## config.mk

```make
export PLATFORM = sky130hd
export DESIGN_NAME = axby_host_drv
export DESIGN_NICKNAME = d
export VERILOG_FILES = /design/src/rtl/axby_host_drv.sv
export SDC_FILE = /design/constraint.sdc
export NUM_CORES = 1
export LEC_CHECK = 0
export CORE_MARGIN = 5
export CORE_UTILIZATION = 54
export DETAILED_ROUTE_END_ITERATION = 6
export PLACE_DENSITY = 0.84
export SLEW_MARGIN = 20
export SYNTH_ARGS = -nofsm -noshare
export SYNTH_HDL_FRONTEND = slang
export SYNTH_SLANG_ARGS = --single-unit
```

## constraint.sdc

```tcl
create_clock -name clk -period 3.27 [get_ports clk]
set_clock_uncertainty 0.2 [all_clocks]
set_input_delay 0.654 -clock clk [delete_from_list [all_inputs] [get_ports clk]]
set_output_delay 0.654 -clock clk [all_outputs]
set_load 0.03 [all_outputs]
```

## src/rtl/axby_host_drv.sv

```systemverilog
// Purpose: host-side AXBY initiator; writes X then Y, waits for RDYP, reads result hi then lo.
// Latency: go to done = 2*WR_HOLD + 2*RD_HOLD + 5 + W cycles (W = WAIT cycles, >= 1).
// Backpressure: go is accepted only in IDLE (busy low); RDYP stalls the read phase up to TIMEOUT cycles.
module axby_host_drv #(
    parameter int DATA_W  = 8,
    parameter int WR_HOLD = 2,
    parameter int RD_HOLD = 2,
    parameter int TIMEOUT = 255
) (
    input  logic                  clk,
    input  logic                  reset,
    input  logic                  go,
    input  logic [DATA_W-1:0]     x_in,
    input  logic [DATA_W-1:0]     y_in,
    output logic                  busy,
    output logic                  WR,
    output logic                  RD,
    output logic [DATA_W-1:0]     dout,
    input  logic                  rdyp,
    input  logic [DATA_W-1:0]     din,
    output logic [2*DATA_W-1:0]   result,
    output logic                  done,
    output logic                  err
);

    // One counter serves both the strobe hold phases and the RDYP wait, so it
    // must cover the largest of the three limits.
    localparam int HOLD_MAX = (WR_HOLD > RD_HOLD) ? WR_HOLD : RD_HOLD;
    localparam int CNT_MAX  = (TIMEOUT > HOLD_MAX) ? TIMEOUT : HOLD_MAX;
    localparam int CNT_W    = $clog2(CNT_MAX + 1);

    typedef enum logic [3:0] {
        ST_IDLE,
        ST_WR_X,
        ST_GAP1,
        ST_WR_Y,
        ST_GAP2,
        ST_WAIT,
        ST_RD_H,
        ST_GAP3,
        ST_RD_L,
        ST_GAP4,
        ST_DONE
    } state_t;

    state_t              r_state;
    state_t              w_state_nxt;
    logic [CNT_W-1:0]    r_cnt;
    logic [CNT_W-1:0]    w_cnt_nxt;
    logic                w_timeout;
    logic                w_lat_hi;
    logic                w_lat_lo;
    logic                w_accept;

    logic [DATA_W-1:0]   r_y;
    logic [DATA_W-1:0]   r_hi;
    logic [DATA_W-1:0]   r_lo;
    logic [DATA_W-1:0]   r_dout;
    logic [2*DATA_W-1:0] r_result;
    logic                r_busy;
    logic                r_wr;
    logic                r_rd;
    logic                r_done;
    logic                r_err;

    assign w_accept = (r_state == ST_IDLE) && go;

    // Counter restarts at 1 on every state entry, so it holds "cycles spent in this state".
    assign w_cnt_nxt = (w_state_nxt != r_state) ? CNT_W'(1) : r_cnt + CNT_W'(1);

    // Next-state decode plus the single-cycle events (timeout, half-result capture).
    always_comb begin
        w_state_nxt = r_state;
        w_timeout   = 1'b0;
        w_lat_hi    = 1'b0;
        w_lat_lo    = 1'b0;
        case (r_state)
            ST_IDLE: begin
                if (go) w_state_nxt = ST_WR_X;
            end
            ST_WR_X: begin
                if (r_cnt == CNT_W'(WR_HOLD)) w_state_nxt = ST_GAP1;
            end
            ST_GAP1: w_state_nxt = ST_WR_Y;
            ST_WR_Y: begin
                if (r_cnt == CNT_W'(WR_HOLD)) w_state_nxt = ST_GAP2;
            end
            ST_GAP2: w_state_nxt = ST_WAIT;
            ST_WAIT: begin
                // rdyp wins over a timeout landing in the same cycle.
                if (rdyp) begin
                    w_state_nxt = ST_RD_H;
                end else if ((TIMEOUT != 0) && (r_cnt == CNT_W'(TIMEOUT))) begin
                    w_state_nxt = ST_IDLE;
                    w_timeout   = 1'b1;
                end
            end
            ST_RD_H: begin
                // Responder output enable lags RD, so din is only trusted on the last RD cycle.
                if (r_cnt == CNT_W'(RD_HOLD)) begin
                    w_state_nxt = ST_GAP3;
                    w_lat_hi    = 1'b1;
                end
            end
            ST_GAP3: w_state_nxt = ST_RD_L;
            ST_RD_L: begin
                if (r_cnt == CNT_W'(RD_HOLD)) begin
                    w_state_nxt = ST_GAP4;
                    w_lat_lo    = 1'b1;
                end
            end
            ST_GAP4: w_state_nxt = ST_DONE;
            ST_DONE: w_state_nxt = ST_IDLE;
            default: w_state_nxt = ST_IDLE;
        endcase
    end

    // State and phase counter.
    always_ff @(posedge clk or negedge reset) begin
        if (!reset) begin
            r_state <= ST_IDLE;
            r_cnt   <= '0;
        end else begin
            r_state <= w_state_nxt;
            r_cnt   <= w_cnt_nxt;
        end
    end

    // Operand capture and bus drive; X goes straight onto dout at acceptance, Y is kept for later.
    always_ff @(posedge clk or negedge reset) begin
        if (!reset) begin
            r_y    <= '0;
            r_dout <= '0;
        end else if (w_accept) begin
            r_y    <= y_in;
            r_dout <= x_in;
        end else if (w_state_nxt == ST_WR_Y && r_state == ST_GAP1) begin
            r_dout <= r_y;
        end
    end

    // Result halves and the published result (updated only on a completed transaction).
    always_ff @(posedge clk or negedge reset) begin
        if (!reset) begin
            r_hi     <= '0;
            r_lo     <= '0;
            r_result <= '0;
        end else begin
            if (w_lat_hi) r_hi <= din;
            if (w_lat_lo) r_lo <= din;
            if (w_state_nxt == ST_DONE) r_result <= {r_hi, r_lo};
        end
    end

    // Strobes and status registered from the next state so every output is a flop.
    always_ff @(posedge clk or negedge reset) begin
        if (!reset) begin
            r_busy <= 1'b0;
            r_wr   <= 1'b0;
            r_rd   <= 1'b0;
            r_done <= 1'b0;
            r_err  <= 1'b0;
        end else begin
            r_busy <= (w_state_nxt != ST_IDLE);
            r_wr   <= (w_state_nxt == ST_WR_X) || (w_state_nxt == ST_WR_Y);
            r_rd   <= (w_state_nxt == ST_RD_H) || (w_state_nxt == ST_RD_L);
            r_done <= (w_state_nxt == ST_DONE);
            r_err  <= w_timeout;
        end
    end

    assign busy   = r_busy;
    assign WR     = r_wr;
    assign RD     = r_rd;
    assign dout   = r_dout;
    assign result = r_result;
    assign done   = r_done;
    assign err    = r_err;

endmodule

```

# Word level (Yosys, flattened, before mapping)
# Index checks and enable logic that the tools add are counted.
[word_totals]
reg_bits = 65
elab_cells = 54
in_bits = 28
output_inout_bits = 29
[op_classes]
add_sub_neg = 1
n_eq_ne = 17
mux = 17
reduce_logical = 7
[ops]
columns = ["op", "n"]
rows = [
  ["case mux 4 bit (10 select lines)", 1],
  ["two-way mux 4 bit", 7],
  ["two-way mux 8 bit", 3],
  ["equality test 4 x 3 -> 1 bit, second input constant", 5],
  ["equality test 4 bit, second input constant", 4],
  ["equality test 4 x 2 -> 1 bit, second input constant", 3],
  ["adder 8 x 1 -> 8 bit, second input constant", 1],
  ["equality test 4 x 1 -> 1 bit, second input constant", 2],
  ["equality test 8 x 2 -> 1 bit, second input constant", 1],
  ["equality test 8 bit, second input constant", 1],
  ["two-way mux 1 bit", 6],
  ["zero test 4 bit", 1],
  ["inequality test 4 bit", 1],
  ["nonzero test 4 bit", 1],
  ["logical AND 1 bit", 2],
  ["logical OR 1 bit", 2],
  ["nonzero test 2 bit", 1],
]

# Depth between registers and ports, before layout
# Gate-level depths: netlist (run 1).
[logic_depth]
depth_word = 8
depth_mapped = 7
depth_no_buf = 7

# Worst setup path before layout (run 1)
# No wires, ideal clock.
[synth_path]
path_kind = "register to register"
from = "register r_cnt[0]"
to = "register r_busy, in the netlist busy"
setup_time_ns = 0.138
arrival_ns = 1.783
slack_ns = 1.149
path_stages_with_launch = 7
path_buffers = 0
required_time_ns = 2.932
cell_sequence = "dfrtp_1 > inv_1 > ha_1 > nor4b_4 > a21boi_2 > a221o_2 > or4_1"
[synth_via]
elab_chain_cells = 5
[synth_lines]
columns = ["item", "line", "source"]
rows = [
  ["start: declaration", "48", "logic [CNT_W-1:0] r_cnt;"],
  ["start signal: assignment", "125", "r_cnt <= w_cnt_nxt;"],
  ["equality test 8 bit", "93", "end else if ((TIMEOUT != 0) && (r_cnt == CNT_W'(TIMEOUT))) begin"],
  ["two-way mux 4 bit", "93", ""],
  ["two-way mux 4 bit", "91", "if (rdyp) begin"],
  ["case mux 4 bit (10 select lines) (*)", "77", "case (r_state)"],
  ["named net w_state_nxt[0]", "47", "state_t w_state_nxt;"],
  ["nonzero test 4 bit (*)", "164", "r_busy <= (w_state_nxt != ST_IDLE);"],
  ["end signal: assignment", "164", ""],
  ["end: declaration", "60", "logic r_busy;"],
]
# The timed path passes the listed nets; every way through them passes the cells marked *.
# A chain may end at the register's enable or synchronous reset.

# Final worst setup path (run 1)
# Ends and elaborated chain as after synthesis.

==> flow_metrics.tcl, run 1 <==
set metrics [dict create \
    outcome "completed" \
    setup_tns_ps 0 \
    synth_nets 233 \
    htreeDepth 3 \
    stdcell_area_um2 3570 \
    hpwl_mm 3.48 \
    routed_wl_mm 5.10 \
    grt_pass1_vias 1844 \
    end_kind "flip-flop" \
    clock_latency_ps 330 \
    insertedDiodeCount 0 \
    syn_inst 203 \
    core_area_um2 5010 \
    startpoint "r_cnt[0]$_DFF_PN0_" \
    start_util 0.547 \
    cts_max_path_buffers 2 \
    die_area_um2 6600 \
    drt_iter0_markers 108 \
    syn_to_final_growth_pct 30.3 \
    gp_routability_congestion 0.732 \
    start_kind "flip-flop" \
    cts_buffers 9 \
    final_cell_mix "65 x dfrtp_1, 55 x clkdlybuf4s50_1, 40 x mux2_2" \
    min_period_ps 2390 \
    syn_avg_cell_area_um2 13.5 \
    cp.required_ps 3270 \
    synth_edf_count 0 \
    arrival_ps 2390 \
    antenna_found_initial 0 \
    crit_type "reg -> reg" \
    grt_pass1_wl_mm 8.60 \
    drc_errors 0 \
    fp.dieH_um 81.2 \
    final_common_cell "dfrtp_1" \
    port-buffer-count 56 \
    first_pass_iters 4 \
    cts_resized 0 \
    path_clk_slew_ps 60 \
    pin_count 57 \
    rows 26 \
    antenna_left 0 \
    nets 297 \
    setup_viol_count_final 0 \
    r2r_cells 7 \
    cts_root_buf "clkbuf_8" \
    clock.fmax_ghz 0.419 \
    cellLeakagePower_nw 1.57 \
    final-hold-violation-count 0 \
    hold_buffers 0 \
    grt_use_total 0.175 \
    rsz0062_at_grt "false" \
    yosysSeqAreaShare 0.594 \
    grt_max_degree 66 \
    reg2reg_to "busy$_DFF_PN0_" \
    r2r_setup_slack_ps 880 \
    crit_path_max_fanout 4 \
    cts_setup_buffers 0 \
    cts_tree "built" \
    max_slew.worst_pin.slew_ps 794 \
    drv_slew 0 \
    die_x_um 81.2 \
    drv_cap 0 \
    ys_types 41 \
    vdd_drop_max_v 0.000634 \
    fin_crit_sh 0.730 \
    vias 1794 \
    routed-wl-met3_um 351 \
    drive_above_1_share 0.257 \
    synth_area_um2 2740 \
    cts_sinks 65 \
    ys_ff_latch 65 \
    wl_met1_mm 2.32 \
    wl_per_cell_um 14.9 \
    slew_headroom 0.470 \
    rr_startpoint "r_cnt[0]$_DFF_PN0_" \
    top_layer "met4" \
    cellPowerDensity_nw_per_um2 967 \
    async_reset_ff_frac 1.00 \
    hp-class "in -> async" \
    synth_warnings 0 \
    met2_length_mm 2.33 \
    grt.overflow.total 0 \
    placed_area_um2 3380 \
    synth-main-ff-cell "dfrtp_1" \
    vias_per_cell 5.25 \
]
-- metal layers --
metal  up-vias  global-route usage
li1        856                   -
met2        56               0.267
met1       871               0.231
met5         -                   0
met3        11              0.0554
met4         0              0.0709
-- registers in the layout, summed over array words and instances (netlist names) --
signal	count
r_state	4
r_cnt	8
dout	8
done	1
result	16
WR	1
err	1
RD	1
r_y	8
r_hi	8
r_lo	8
busy	1
-- kinds of logic (layout without fill, tap and decap cells) --
family | after synthesis | after routing | synth area share
adders and majority gates | 2 | 2 | 0.00913
xor gates and xnor gates | 6 | 6 | 0.0192
buffers and inverters | 9 | 78 | 0.0155
AOI/OAI and AO/OA | 25 | 25 | 0.0630
muxes | 49 | 49 | 0.197
DFF | 65 | 65 | 0.594
and+or+nand+nor | 47 | 47 | 0.102
-- layout make-up --
type / instances / area [um^2]
Clock buffer: 14 / 183
Clock inverter: 2 / 10.0
Fill cell: 376 / 1440
Inverter: 2 / 7.51
Multi-Input combinational cell: 129 / 1070
Sequential cell: 65 / 1630
Tap cell: 70 / 87.6
Timing Repair Buffer: 60 / 586
-- cell usage after synthesis, types with 2 or more instances --
master,number,area [um^2]
dfrtp_1,65,1630
mux2_2,40,450
nor2_1,20,75.1
a21oi_1,13,65.1
mux2i_1,9,90.1
nand3_1,5,25.0
buf_2,4,20.0
nand2b_1,4,25.0
xnor2_1,3,26.3
xor2_1,3,26.3
and3_2,2,15.0
clkbuf_1,2,7.51
ha_1,2,25.0
inv_1,2,7.51
nand4b_1,2,17.5
nor3b_1,2,15.0
-- how the worst max path moves through the flow --
stage	endpoint	slack, ps	cells past startpoint
6_report	busy$_DFF_PN0_	880	7
5_1_grt	r_lo[0]$_DFFE_PN0P_	720	6
4_1_cts	r_lo[6]$_DFFE_PN0P_	840	6
3_5_place_dp	busy$_DFF_PN0_	650	5
3_3_place_gp	busy$_DFF_PN0_	680	5
2_1_floorplan	busy$_DFF_PN0_	1150	6
-- worst max-delay path, stage by stage (launching register included) --
cell and delay, ps:
dfrtp_1 400, inv_1 80, ha_1 150, nor4b_4 300
a21boi_2 110, a221oi_1 480, inv_1 130, or4_1 410
-- per-stage QoR --
stage | setup slack (ps) | std cells | power (mW) | hold WS, ps | util
after global routing | 719 | 342 | 3.69 | 323 | 0.713
after detailed placement | 650 | 326 | 2.84 | 290 | 0.674
after global placement | 683 | 326 | 2.80 | 280 | 0.674
after floorplan | 1150 | 203 | 2.29 | 158 | -
after CTS | 836 | 342 | 3.49 | 305 | 0.713
final | 883 | 342 | 3.45 | 278 | 0.713
-- where the power goes --
group	switching (mW)	internal, mW	total (mW)
registers	0.209	1.13	1.34
logic	0.772	0.712	1.48
clock network	0.279	0.356	0.635
Note: power is estimated with default switching activity, not from simulation.
==> run 2: changes to the inputs <==
- CORE_UTILIZATION: 54 -> 50
- PLACE_DENSITY: 0.84 -> 0.78
- clock period: 3.27 -> 2.49 ns (I/O delays scaled with it)
==> run 2 against run 1 <==
  * Largest cell class unchanged
  * Cell count up 1.8%
  * Critical endpoint unchanged
  * Largest power group unchanged
  * Sequential power grew 31%
  * Count of clock-buffer cells in the layout decreased by 4
  * Total power rose by 35%
  * Critical path type unchanged
==> flow_metrics.tcl, run 2 (synthesis gave the netlist of run 1 again) <==
set metrics [dict create \
    cpLargestDelayFamily "simple AND/OR/NAND/NOR gates" \
    nets 301 \
    cts_max_path_buffers 2 \
    cts_sinks 65 \
    final_common_cell "dfrtp_1" \
    hpwl_mm 3.54 \
    r2r_cells 7 \
    crit_chain "inv_1 -> ha_1 -> nor4b_4 -> a21boi_2 -> a221oi_1 -> inv_1 -> or4_1" \
    outcome "completed" \
    gp_routability_congestion 0.754 \
    vdd_drop_max_v 0.000641 \
    cts_setup_buffers 0 \
    rsz0062_at_grt "false" \
    pin_count 57 \
    path_clk_slew_ps 70 \
    die_area_um2 7060 \
    rr_startpoint "r_cnt[0]$_DFF_PN0_" \
    r2r_setup_slack_ps 210 \
    drv_slew 0 \
    first_pass_iters 4 \
    cts_buffers 9 \
    routed_wl_mm 5.11 \
    whs_path_depth 1 \
    clock.fmax_ghz 0.438 \
    finalNonFillerCells 348 \
    grt_max_degree 42 \
    syn_to_final_growth_pct 33.0 \
    port-buffer-count 56 \
    hold-path-endpoint "result[5]$_DFFE_PN0P_" \
    hold_ws_ps 303 \
    vias 1791 \
    cpMaxStageDelayCell "a221oi_1" \
    grt_pass1_vias 1770 \
    vias_per_cell 5.15 \
    end_kind "flip-flop" \
    htreeDepth 3 \
    fp.dieH_um 84.0 \
    drive_above_1_share 0.264 \
    die_x_um 84.0 \
    placed_cells 331 \
    min_period_ps 2280 \
    cts_tree "built" \
    path_buf_inv 2 \
    grt_use_total 0.157 \
    max_slew.worst_pin.slew_ps 584 \
    final_cell_mix "65 x dfrtp_1, 55 x clkdlybuf4s50_1, 40 x mux2_2" \
    cts_resized 0 \
    clock_latency_ps 340 \
    crit_path_max_fanout 4 \
    rows 27 \
    drt_iter0_markers 97 \
    antenna_left 0 \
    slew_headroom 0.611 \
    setup_viol_count_final 0 \
    start_util 0.507 \
    setup_tns_ps 0 \
    reg2reg_to "busy$_DFF_PN0_" \
    drv_cap 0 \
    max_stage_delay_ps 420 \
    cp.required_ps 2500 \
    final-hold-violation-count 0 \
    largest_reg_flops 16 \
    start_kind "flip-flop" \
    grt.overflow.total 0 \
    arrival_ps 2290 \
    hold_buffers 1 \
    grt_pass1_wl_mm 8.56 \
    cellPowerDensity_nw_per_um2 1280 \
    core_area_um2 5410 \
    cts_root_buf "clkbuf_8" \
    insertedDiodeCount 0 \
    drc_errors 0 \
    fin_crit_sh 0.917 \
    crit_type "reg -> reg" \
    hp-start "r_lo[5]$_DFFE_PN0P_" \
    crit_path_frequent_cell "inv_1" \
    hp-class "reg -> reg" \
    wl_per_cell_um 14.7 \
    antenna_found_initial 0 \
    cellLeakagePower_nw 1.59 \
]
run 2: stage by stage:
| step | util | setup slack (ps) | area (um^2) | power, mW |
|---|---|---|---|---|
| floorplan | - | 369 | 2740 | 3.01 |
| global placement | 0.632 | 51.7 | 3420 | 3.69 |
| detailed placement | 0.632 | 22.3 | 3420 | 3.73 |
| CTS | 0.674 | 209 | 3640 | 4.73 |
| global route | 0.674 | 31.3 | 3640 | 4.98 |
| finish | 0.674 | 208 | 3640 | 4.68 |
run 2: cell type report:
cell class / instances / area, um^2
multi-input combinational: 129 / 1070
timing repair buffer: 64 / 631
fill: 435 / 1760
sequential: 65 / 1630
clock inverter: 6 / 90.1
clock buffer: 10 / 128
inverter: 2 / 7.51
tap: 72 / 90.1
run 2: how the worst max path moves through the flow:
stage / startpoint / end / slack [ps] / cells after the start
5_1_grt: r_cnt[0]$_DFF_PN0_ / busy$_DFF_PN0_ / 30 / 7
6_report: r_cnt[0]$_DFF_PN0_ / busy$_DFF_PN0_ / 210 / 7
3_3_place_gp: go / busy$_DFF_PN0_ / 50 / 5
2_1_floorplan: r_cnt[0]$_DFF_PN0_ / busy$_DFF_PN0_ / 370 / 6
4_1_cts: r_cnt[0]$_DFF_PN0_ / busy$_DFF_PN0_ / 210 / 7
3_5_place_dp: go / busy$_DFF_PN0_ / 20 / 5
run 2: layer usage:
metal,up-vias,track usage,wire (um)
li1,865,-,-
met4,0,0.0746,83
met1,865,0.212,2500
met2,52,0.218,2180
met5,-,0,0
met3,9,0.0661,340
run 2: worst register-to-register path, stage by stage, from the launching register on:
cell	delay (ps)
dfrtp_1	390
inv_1	80
ha_1	160
nor4b_4	290
a21boi_2	120
a221oi_1	420
inv_1	90
or4_1	410
run 2: where the power goes:
group	leakage [nW]	internal, mW	switching (mW)
logic	0.710	0.942	1.01
registers	0.776	1.48	0.275
clock network	0.107	0.567	0.407
